File: src/rtl/regfile_synth_clr.sv
// Flop-based multi-port register file with a post-reset clear sequencer, held read data and optional bypass.
// Optional per-entry even parity is enabled by defining REGFILE_SYNTH_PARITY_EN.
module regfile_synth_clr #(
   parameter int width_p           = 32,
   parameter int els_p             = 32,
   parameter int num_rs_p          = 2,
   parameter int num_ws_p          = 1,
   parameter int x0_tied_to_zero_p = 1,
   parameter int bypass_p          = 1,
   parameter int clear_on_reset_p  = 1,
   localparam int addr_width_lp    = (els_p > 1) ? $clog2(els_p) : 1
) (
   input  logic                              clk_i,
   input  logic                              reset_i,
   output logic                              ready_o,
   input  logic [num_ws_p-1:0]               w_v_i,
   input  logic [num_ws_p*addr_width_lp-1:0] w_addr_i,
   input  logic [num_ws_p*width_p-1:0]       w_data_i,
   input  logic [num_rs_p-1:0]               r_v_i,
   input  logic [num_rs_p*addr_width_lp-1:0] r_addr_i,
   output logic [num_rs_p*width_p-1:0]       r_data_o,
   output logic [num_rs_p-1:0]               parity_err_o
);

   localparam logic [addr_width_lp-1:0] cnt_start_lp =
      (x0_tied_to_zero_p != 0) ? addr_width_lp'(1) : '0;
   localparam logic [addr_width_lp-1:0] cnt_last_lp = addr_width_lp'(els_p - 1);

   typedef enum logic {CLEAR, DONE} state_e;

   state_e                   state_r, state_n;
   logic [addr_width_lp-1:0] cnt_r, cnt_n;
   logic                     ready_r;

   logic [width_p-1:0]       mem [els_p];
`ifdef REGFILE_SYNTH_PARITY_EN
   logic                     mem_par [els_p];
   logic [num_rs_p-1:0]      perr_r;
   logic                     perr_n [num_rs_p];
`endif

   logic [addr_width_lp-1:0] w_addr [num_ws_p];
   logic [width_p-1:0]       w_data [num_ws_p];
   logic [num_ws_p-1:0]      w_en;
   logic [addr_width_lp-1:0] r_addr [num_rs_p];
   logic [width_p-1:0]       rd_n   [num_rs_p];
   logic [num_rs_p*width_p-1:0] r_data_r;

   function automatic logic in_range(input logic [addr_width_lp-1:0] a);
      return (32'(a) < els_p);
   endfunction

   function automatic logic is_zero_reg(input logic [addr_width_lp-1:0] a);
      return (x0_tied_to_zero_p != 0) && (a == '0);
   endfunction

   always_comb begin
      state_n = state_r;
      cnt_n   = cnt_r;
      case (state_r)
         CLEAR: begin
            if (cnt_r == cnt_last_lp) begin
               state_n = DONE;
            end else begin
               cnt_n = cnt_r + addr_width_lp'(1);
            end
         end
         DONE:    state_n = DONE;
         default: state_n = DONE;
      endcase
   end

   // ready_o follows the next state so it rises on the edge that writes the last entry
   always_ff @(posedge clk_i) begin
      if (reset_i) begin
         state_r <= (clear_on_reset_p != 0) ? CLEAR : DONE;
         cnt_r   <= cnt_start_lp;
         ready_r <= 1'b0;
      end else begin
         state_r <= state_n;
         cnt_r   <= cnt_n;
         ready_r <= (state_n == DONE);
      end
   end

   always_comb begin
      for (int j = 0; j < num_ws_p; j++) begin
         w_addr[j] = w_addr_i[j*addr_width_lp +: addr_width_lp];
         w_data[j] = w_data_i[j*width_p +: width_p];
         w_en[j]   = ready_r && w_v_i[j] && in_range(w_addr[j]) && !is_zero_reg(w_addr[j]);
      end
      for (int i = 0; i < num_rs_p; i++) begin
         r_addr[i] = r_addr_i[i*addr_width_lp +: addr_width_lp];
      end
   end

   // Later ports are applied last, so the highest-index writer wins on a conflict
   always_ff @(posedge clk_i) begin
      if (!reset_i && state_r == CLEAR) begin
         mem[cnt_r] <= '0;
`ifdef REGFILE_SYNTH_PARITY_EN
         mem_par[cnt_r] <= 1'b0;
`endif
      end
      for (int j = 0; j < num_ws_p; j++) begin
         if (w_en[j]) begin
            mem[w_addr[j]] <= w_data[j];
`ifdef REGFILE_SYNTH_PARITY_EN
            mem_par[w_addr[j]] <= ^w_data[j];
`endif
         end
      end
   end

   always_comb begin
      for (int i = 0; i < num_rs_p; i++) begin
         rd_n[i] = '0;
`ifdef REGFILE_SYNTH_PARITY_EN
         perr_n[i] = 1'b0;
`endif
         if (in_range(r_addr[i]) && !is_zero_reg(r_addr[i])) begin
            rd_n[i] = mem[r_addr[i]];
`ifdef REGFILE_SYNTH_PARITY_EN
            perr_n[i] = (^mem[r_addr[i]]) != mem_par[r_addr[i]];
`endif
            if (bypass_p != 0) begin
               for (int j = 0; j < num_ws_p; j++) begin
                  if (w_en[j] && (w_addr[j] == r_addr[i])) begin
                     rd_n[i] = w_data[j];
`ifdef REGFILE_SYNTH_PARITY_EN
                     perr_n[i] = 1'b0;
`endif
                  end
               end
            end
         end
      end
   end

   always_ff @(posedge clk_i) begin
      if (reset_i) begin
         r_data_r <= '0;
`ifdef REGFILE_SYNTH_PARITY_EN
         perr_r   <= '0;
`endif
      end else if (ready_r) begin
         for (int i = 0; i < num_rs_p; i++) begin
            if (r_v_i[i]) begin
               r_data_r[i*width_p +: width_p] <= rd_n[i];
`ifdef REGFILE_SYNTH_PARITY_EN
               perr_r[i] <= perr_n[i];
`endif
            end
         end
      end
   end

   assign ready_o  = ready_r;
   assign r_data_o = r_data_r;
`ifdef REGFILE_SYNTH_PARITY_EN
   assign parity_err_o = perr_r;
`else
   assign parity_err_o = '0;
`endif

endmodule

File: config.mk
export PLATFORM = sky130hd
export DESIGN_NAME = regfile_synth_clr
export DESIGN_NICKNAME = d
export VERILOG_FILES = /design/src/rtl/regfile_synth_clr.sv
export SDC_FILE = /design/constraint.sdc
export NUM_CORES = 1
export LEC_CHECK = 0
export ABC_AREA = 0
export CORE_ASPECT_RATIO = 1.5
export CORE_MARGIN = 3
export CORE_UTILIZATION = 51
export DETAILED_ROUTE_END_ITERATION = 12
export PLACE_DENSITY = 0.68
export REMOVE_ABC_BUFFERS = 1
export SLEW_MARGIN = 40
export SYNTH_ARGS = -nofsm -noshare
export SYNTH_HDL_FRONTEND = slang
export SYNTH_SLANG_ARGS = --single-unit
export TNS_END_PERCENT = 100
File: constraint.sdc
create_clock -name clk_i -period 4.4 [get_ports clk_i]
set_clock_uncertainty 0.05 [all_clocks]
set_input_delay 0.44 -clock clk_i [delete_from_list [all_inputs] [get_ports clk_i]]
set_output_delay 0.44 -clock clk_i [all_outputs]
set_load 0.03 [all_outputs]
After elaboration in Yosys (flattened, before gate mapping)
Memories as Yosys holds them, arrays and structs flattened.
Index checks and enable logic that the tools add are counted.
{"block": "classes", "mux": 13, "div_mod_pow": 0, "eq_ne": 3, "shift": 0, "order_cmp": 0, "n_addsub": 1, "n_bitwise": 2, "n_reduce_logical": 14, "n_mul": 0}
{"operator": "$mux W32", "count": 5}
{"operator": "$reduce_or A32 Y1", "count": 1}
{"operator": "$logic_not A5 Y1", "count": 3}
{"operator": "$eq A5 B5 Y1", "count": 2}
{"operator": "$mux W1", "count": 6}
{"operator": "$reduce_and A2 Y1", "count": 3}
{"operator": "$add A5 B1 Y5 const B", "count": 1}
{"operator": "$eq A5 B5 Y1 const B", "count": 1}
{"operator": "$logic_and A1 B1 Y1", "count": 5}
{"operator": "$mux W5", "count": 1}
{"operator": "$logic_not A1 Y1", "count": 2}
{"operator": "$not A1 Y1", "count": 2}
{"operator": "$pmux W1 S2", "count": 1}
{"block": "word_totals", "word_cells": 38, "ff_bits": 70, "ram_bits": 1024, "latchBits": 0, "memories": 1, "out_inout_bits": 67, "in_bits": 52, "romBits": 0}
{"name": "mem", "words": 32, "width": 32, "rd": 2, "rd_ports_with_merged_regs": 0, "wr": 1, "line_no": "35", "text": "logic [width_p-1:0] mem [els_p];"}

Longest topological paths before layout
Gate-level depths: netlist of run 1.
{"block": "logic_depth", "depth_word": 7, "depth_mapped": 9, "mapped_depth_nobuf": 7}

Worst setup path after synthesis of run 1
Ideal clock, no wire load.
{"block": "synth_path", "path_type": "in2reg", "startpoint": "in w_addr_i[2]", "endpoint": "mem mem[0][0], enable pin", "setup_time_ps": 421, "arrival_time_ps": 3183, "path_slack_ps": 746, "required_ps": 3929, "n_path_buf": 2, "cell_stages": 7, "path_cell_list": "clkbuf_1 nor2_1 a21oi_2 clkbuf_1 mux2i_1 nand2_1 nor2_1"}
{"block": "synth_between", "elab_chain_len": 7, "elab_cells_between_ends": 8, "cone_classes": "mux: 4; reduce/logical: 4"}
{"element": "start, declared", "line_no": "17", "text": "input logic [num_ws_p*addr_width_lp-1:0] w_addr_i,"}
{"element": "$logic_not A5 Y1", "line_no": "54", "text": "return (x0_tied_to_zero_p != 0) && (a == '0);"}
{"element": "$logic_not A1 Y1", "line_no": "90", "text": "w_en[j] = ready_r && w_v_i[j] && in_range(w_addr[j]) && !is_zero_reg(w_addr[j]);"}
{"element": "$logic_and A1 B1 Y1", "line_no": "90"}
{"element": "$mux W1", "line_no": "106", "text": "if (w_en[j]) begin"}
{"element": "$mux W1 (not written as such)", "line_no": "107", "text": "mem[w_addr[j]] <= w_data[j];"}
{"element": "$reduce_or A32 Y1 (no source line)"}
{"element": "$mux W5 (no source line) or $mux W1 (tied branches)"}
{"element": "end, declared", "line_no": "35"}
Several ways; a longest one is shown, not always the timed one.

Worst setup path in the final report of run 1
{"block": "layout_path", "startpoint": "reg ready_r (netlist: ready_o)", "endpoint": "reg r_data_r[19] (netlist: r_data_o[19])"}
{"block": "layout_between", "elab_chain_len": 5, "elab_cells_between_ends": 6, "cone_classes": "mux: 2; reduce/logical: 4"}
{"element": "start, declared", "line_no": "33", "text": "logic ready_r;"}
{"element": "start signal, assigned", "line_no": "82", "text": "ready_r <= (state_n == DONE);"}
{"element": "$logic_and A1 B1 Y1 (2 in series)", "line_no": "90"}
{"element": "$logic_and A1 B1 Y1", "line_no": "128", "text": "if (w_en[j] && (w_addr[j] == r_addr[i])) begin"}
{"element": "$mux W32", "line_no": "128"}
{"element": "$mux W32", "line_no": "121", "text": "if (in_range(r_addr[i]) && !is_zero_reg(r_addr[i])) begin"}
{"element": "end signal, assigned by index", "line_no": "149", "text": "r_data_r[i*width_p +: width_p] <= rd_n[i];"}
{"element": "end, declared", "line_no": "47", "text": "logic [num_rs_p*width_p-1:0] r_data_r;"}
Several ways; a longest one is shown, not always the timed one.
A chain may end at the register's enable or synchronous reset.

==> impl_metrics.toml, run 1 <==
[run_status]
outcome = "completed"

[clocking]
cts_max_path_buffers = 3
cts-root-buf = "clkbuf_16"
clk_latency_ps = 690
tritoncts = "yes"
cts_htree_levels = 3
cts_hold_buf = 0
numCtsBuffers = 99
clk_pin_slew_ps = 70
clock_sinks = 1094
cts_resized = 0
post_cts_buffers = 0

[pwr]
vdd_drop_max_mv = 0.358
p_per_area_nw_per_um2 = 386
power_mw = 22.1
power_leakage_nw = 17.5

[yosys]
synth_cell_types = 63
ys_warn_count = 0
synthArstFlopShare_pct = 0
synth_top_cell_by_area = "edfxtp_1"
ys_top_cells_by_area = "edfxtp_1 (61%), mux4_2 (15%), mux2i_1 (5.2%)"
synth_top_area_share_pct = 61.3
ys_seq_area_share_pct = 64.1
synth_edf_count = 1024
synthesis.instances = 2878
synthesis.area_sq_um = 50100
synth.avg_cell_area_sq_um = 17.4
synthFlopType = "edfxtp_1"
ys_ff_latch = 1094

[sta]
tns_ps = 0
fin_ws_ps = 953
hold_violations = 0
grt_setup_unrepaired = "no"
fmax_ghz = 0.290
setup_viol = 0
period_minus_slack_ps = 3450
slew_violations = 0
worst_pin_slew_ps = 937
finalCritPeriodShare_pct = 78.4
hold_ws_ps = 370
relSlewSlack_pct = 37.5

[critical_path]
slowest_delay_ps = 760
crit_path_start = "ready_o"
cp-start-kind = "flip-flop"
arrival_ps = 3960
worstSetupEndpointType = "flip-flop"
crit_slowest_cell = "nand3_4"
reg2reg_from = "ready_o"
critPathKind = "flip-flop to flip-flop"
rr_worst_depth = 7
cp.required_ps = 4910
crit_chain = "nand2_1 > a21oi_4 > buf_4 > nand3_4 > buf_4 > o21ai_0 > o21ai_1"
cp_max_fo = 46
cp_common_cell = "buf_4"

[global_route]
grt_first_pass_wirelength_mm = 231
grt_max_degree = 127
antenna_found_initial = 9
grt_overflow = 0
grt_pass1_vias = 32100
grt_use_total_pct = 32.0

[place]
place_hpwl_mm = 98.8
dp_worst_setup_slack_ps = 676
gp_congestion = 0.910
portBuffers = 116

[hold_path]
worstHoldStart = "w_data_i[3]"
holdPathStages = 3
hold_path_class = "input pin to flip-flop"

[drt]
avgRoutedWirePerCell_um = 37.1
routed_wl_mm = 162
drcViolationCount = 0
first_pass_iters = 6
via_per_inst = 7.20
antenna_left = 0
drtIter0Drc = 4247
via_count = 31500

[finish]
drive_gt1_share_pct = 24.9
layout_commonest_cell = "edfxtp_1"
utilization_pct = 58.7
mostFrequentLayoutCells = "edfxtp_1 (1024), mux4_2 (325), mux2i_1 (259), o22ai_1 (224), clkdlybuf4s50_1 (110)"
nFillCells = 7257
areaGrowthSynthToFinish_pct = 14.0
fin_nets = 3062

[floorplan]
ios = 119
die-area_sq_um = 102000
die_h_um = 390
die_x_um = 262
core_area_sq_um = 97400
start_util_pct = 51.5
rows = 140

[flow_run]
maxCapViolations = 0
kinds of logic (layout without fill, tap and decap cells):
kind of cell	after synthesis	after routing	share of synthesized area (%)
other cells	1	8	0.00748
flops	1094	1094	64.1
fa+ha+maj	2	2	0.0499
buf+inv	240	453	2.62
xor+xnor	13	13	0.227
mux	676	676	22.6
simple gates	322	322	3.58
compound gates	530	530	6.78
path summary, 6_finish.rpt:
path	to	slack, ps
max	r_data_o[19]	950
min	r_data_o[35]	370
max reg2reg	r_data_o[19]	950
min reg2reg	r_data_o[52]	450
registers in the layout (all words and copies together), names as in the netlist:
signal,cells
cnt_r,5
mem,1024
r_data_o,64
ready_o,1
layout make-up:
class	count	area (sq um)	share of cell area [%]
diodes	6	15.0	0.0263
multi-input cells	1545	17100	29.9
inverters	2	7.51	0.0131
well taps	1278	1600	2.80
flip-flops and latches	1094	32200	56.2
clock inverters	74	847	1.48
clock buffers	111	2600	4.54
repair buffers	266	2880	5.03
cells in the mapped netlist (3+ instances only):
| master | n |
|---|---|
| dfxtp_1 | 70 |
| mux4_2 | 325 |
| edfxtp_1 | 1024 |
| a22oi_1 | 96 |
| nor3_1 | 6 |
| mux2_2 | 65 |
| buf_1 | 3 |
| o21ai_1 | 61 |
| buf_6 | 19 |
| nand2b_1 | 34 |
| xor2_1 | 10 |
| a221oi_1 | 31 |
| buf_2 | 88 |
| nor2b_1 | 3 |
| buf_4 | 15 |
| clkbuf_1 | 104 |
| a21oi_1 | 36 |
| mux4_1 | 26 |
| buf_12 | 5 |
| and2_1 | 65 |
| xnor2_1 | 3 |
| nand2_1 | 21 |
| clkbuf_4 | 3 |
| nand3b_1 | 3 |
| and3_1 | 34 |
| a31oi_1 | 32 |
| o21ai_0 | 35 |
| mux2i_1 | 259 |
| o22ai_1 | 224 |
| nor2_1 | 73 |
| or4_1 | 32 |
| nand3_1 | 34 |
| nand4b_1 | 3 |
stage by stage:
step | area [sq um] | instances
final | 57200 | 4376
after global placement | 53600 | 4181
after detailed placement | 53700 | 4184
after CTS | 57100 | 4369
after floorplan | 48800 | 2641
after global routing | 57200 | 4370
layer usage:
metal | wire length (um) | track usage (%)
met3 | 18800 | 7.95
met5 | 9 | 0
met4 | 9400 | 16.7
met1 | 55500 | 40.3
met2 | 78700 | 51.7
critical path: cells and delay by family, from the launching register on:
family                 cells  cell delay (ps)
DFF                        1              670
AOI/OAI and AO/OA          3              540
buffers and inverters      2             1040
and+or+nand+nor            2             1020
power breakdown:
part           internal [mW]  leakage, nW  total [mW]  switching [mW]
Clock                   5.26         1.65        9.19            3.93
Sequential              11.3         8.99        11.4          0.0470
Combinational          0.621         6.86        1.55           0.928
(Power assumes the default switching activity.)
==> inputs of run 2 (changes only) <==
- clock period: 4.4 -> 3.6 ns (I/O delays scaled with it)
==> run 2 against run 1 <==
- fmax rose by 20%
- routed wire length is 1.0% higher
- register-to-register slack lost 230 ps
- largest power group unchanged
- critical endpoint is now mem[1][22]
- design area increased by 1.1%
==> impl_metrics.toml, run 2 (same netlist as run 1, synthesis figures left out) <==
[sta]
fmax_ghz = 0.347
period_minus_slack_ps = 2880
fin_ws_ps = 720
relSlewSlack_pct = 49.7
slew_violations = 0
setup_viol = 0
grt_setup_unrepaired = "no"
finalCritPeriodShare_pct = 80.0
worst_pin_slew_ps = 754
hold_violations = 0

[run_status]
outcome = "completed"

[critical_path]
arrival_ps = 3210
reg2reg_from = "ready_o"
cp_common_cell = "buf_4"
cp.required_ps = 3930
r2r_setup_slack_ps = 720
crit_path_start = "ready_o"
crit_chain = "nand2_1 > a21oi_4 > mux2i_1 > nand2b_1 > buf_4 > nor2_4 > buf_4"
crit_slowest_cell = "dfxtp_1"
slowest_delay_ps = 620
rr_worst_depth = 7
cp_max_fo = 13
r2r-end = "mem[1][22]"
crit_end = "mem[1][22]"
worstSetupEndpointType = "flip-flop"
cp-start-kind = "flip-flop"
critPathKind = "flip-flop to flip-flop"

[floorplan]
rows = 140
die-area_sq_um = 102000
core_area_sq_um = 97400
die_h_um = 390
start_util_pct = 51.5
die_x_um = 262
ios = 119

[clocking]
cts_resized = 0
cts_hold_buf = 0
clock_sinks = 1094
cts_htree_levels = 3
cts-root-buf = "clkbuf_16"
cts_max_path_buffers = 3
numCtsBuffers = 99
tritoncts = "yes"
clk_latency_ps = 710
post_cts_buffers = 0
clk_pin_slew_ps = 60

[global_route]
grt_pass1_vias = 33000
antenna_found_initial = 6
grt_max_degree = 65
grt_use_total_pct = 32.4
grt_overflow = 0
grt_first_pass_wirelength_mm = 234

[pwr]
vdd_drop_max_mv = 0.374
power_leakage_nw = 17.8
p_per_area_nw_per_um2 = 466

[drt]
first_pass_iters = 5
routed_wl_mm = 164
antenna_left = 0
avgRoutedWirePerCell_um = 37.1
via_per_inst = 7.19
via_count = 31800
drtIter0Drc = 4126
drcViolationCount = 0

[place]
dp.cells = 4238
gp_congestion = 0.916
place_hpwl_mm = 102
portBuffers = 116
dp_worst_setup_slack_ps = 346
placed_cell_area_sq_um = 54400

[finish]
top_register = "mem"
fin_area_sq_um = 57800
largest_reg_flops = 1024
layout_commonest_cell = "edfxtp_1"
areaGrowthSynthToFinish_pct = 15.3
drive_gt1_share_pct = 25.7
fin_nets = 3115
stdcell_count = 4428
mostFrequentLayoutCells = "edfxtp_1 (1024), mux4_2 (325), mux2i_1 (259), o22ai_1 (224), buf_4 (132)"

[flow_run]
maxCapViolations = 0

[hold_path]
hold_path_class = "input pin to flip-flop"
[run 2: how the worst min path moves through the flow]
stage | slack [ps] | start | cells past startpoint | to
6_report | 270 | w_data_i[0] | 3 | r_data_o[32]
5_1_grt | 300 | w_data_i[12] | 3 | r_data_o[44]
4_1_cts | 240 | w_data_i[0] | 3 | r_data_o[32]
3_5_place_dp | 440 | r_data_o[33] | 2 | r_data_o[33]
3_3_place_gp | 440 | r_data_o[38] | 2 | r_data_o[38]
2_1_floorplan | 380 | reset_i | 1 | cnt_r[1]
[run 2: cell type report]
| class | instances | area, sq um |
|---|---|---|
| fill | 7165 | 39600 |
| sequential | 1094 | 32200 |
| multi-input combinational | 1545 | 17100 |
| timing repair buffer | 319 | 3590 |
| clock buffer | 128 | 2660 |
| tap | 1278 | 1600 |
| clock inverter | 58 | 709 |
| antenna | 4 | 10.0 |
| inverter | 2 | 7.51 |
[run 2: per-stage QoR]
step	power [mW]	utilization (%)	hold slack (ps)	TNS, ps
after global routing	27.6	59.3	300	0
after CTS	27.0	59.3	245	0
final	26.9	59.3	272	0
after detailed placement	16.0	55.9	442	0
after global placement	16.0	55.9	435	0
after floorplan	15.0	-	379	-353510
[run 2: where the power goes]
group / switching (mW) / internal, mW / total, mW
Sequential: 0.0638 / 13.8 / 13.9
Clock: 4.78 / 6.32 / 11.1
Combinational: 1.14 / 0.792 / 1.93
Total: 5.99 / 20.9 / 26.9
[run 2: worst max-delay path: cells and delay by family, from the launching register on]
| kind | cells | cell delay (ps) |
|---|---|---|
| flip-flops | 1 | 620 |
| AND/OR/NAND/NOR | 3 | 540 |
| buffers and inverters | 2 | 530 |
| multiplexers | 1 | 440 |
| AO/OA/AOI/OAI | 1 | 360 |
[run 2: metal layers]
metal,part of all wire (%),wire length [um],vias up,track usage (%)
li1,-,-,12500,-
met1,34,55000,16300,40.1
met2,48,79200,2376,51.9
met3,11,18000,658,7.34
met4,7.3,12000,4,19.7
met5,0.018,29,-,0
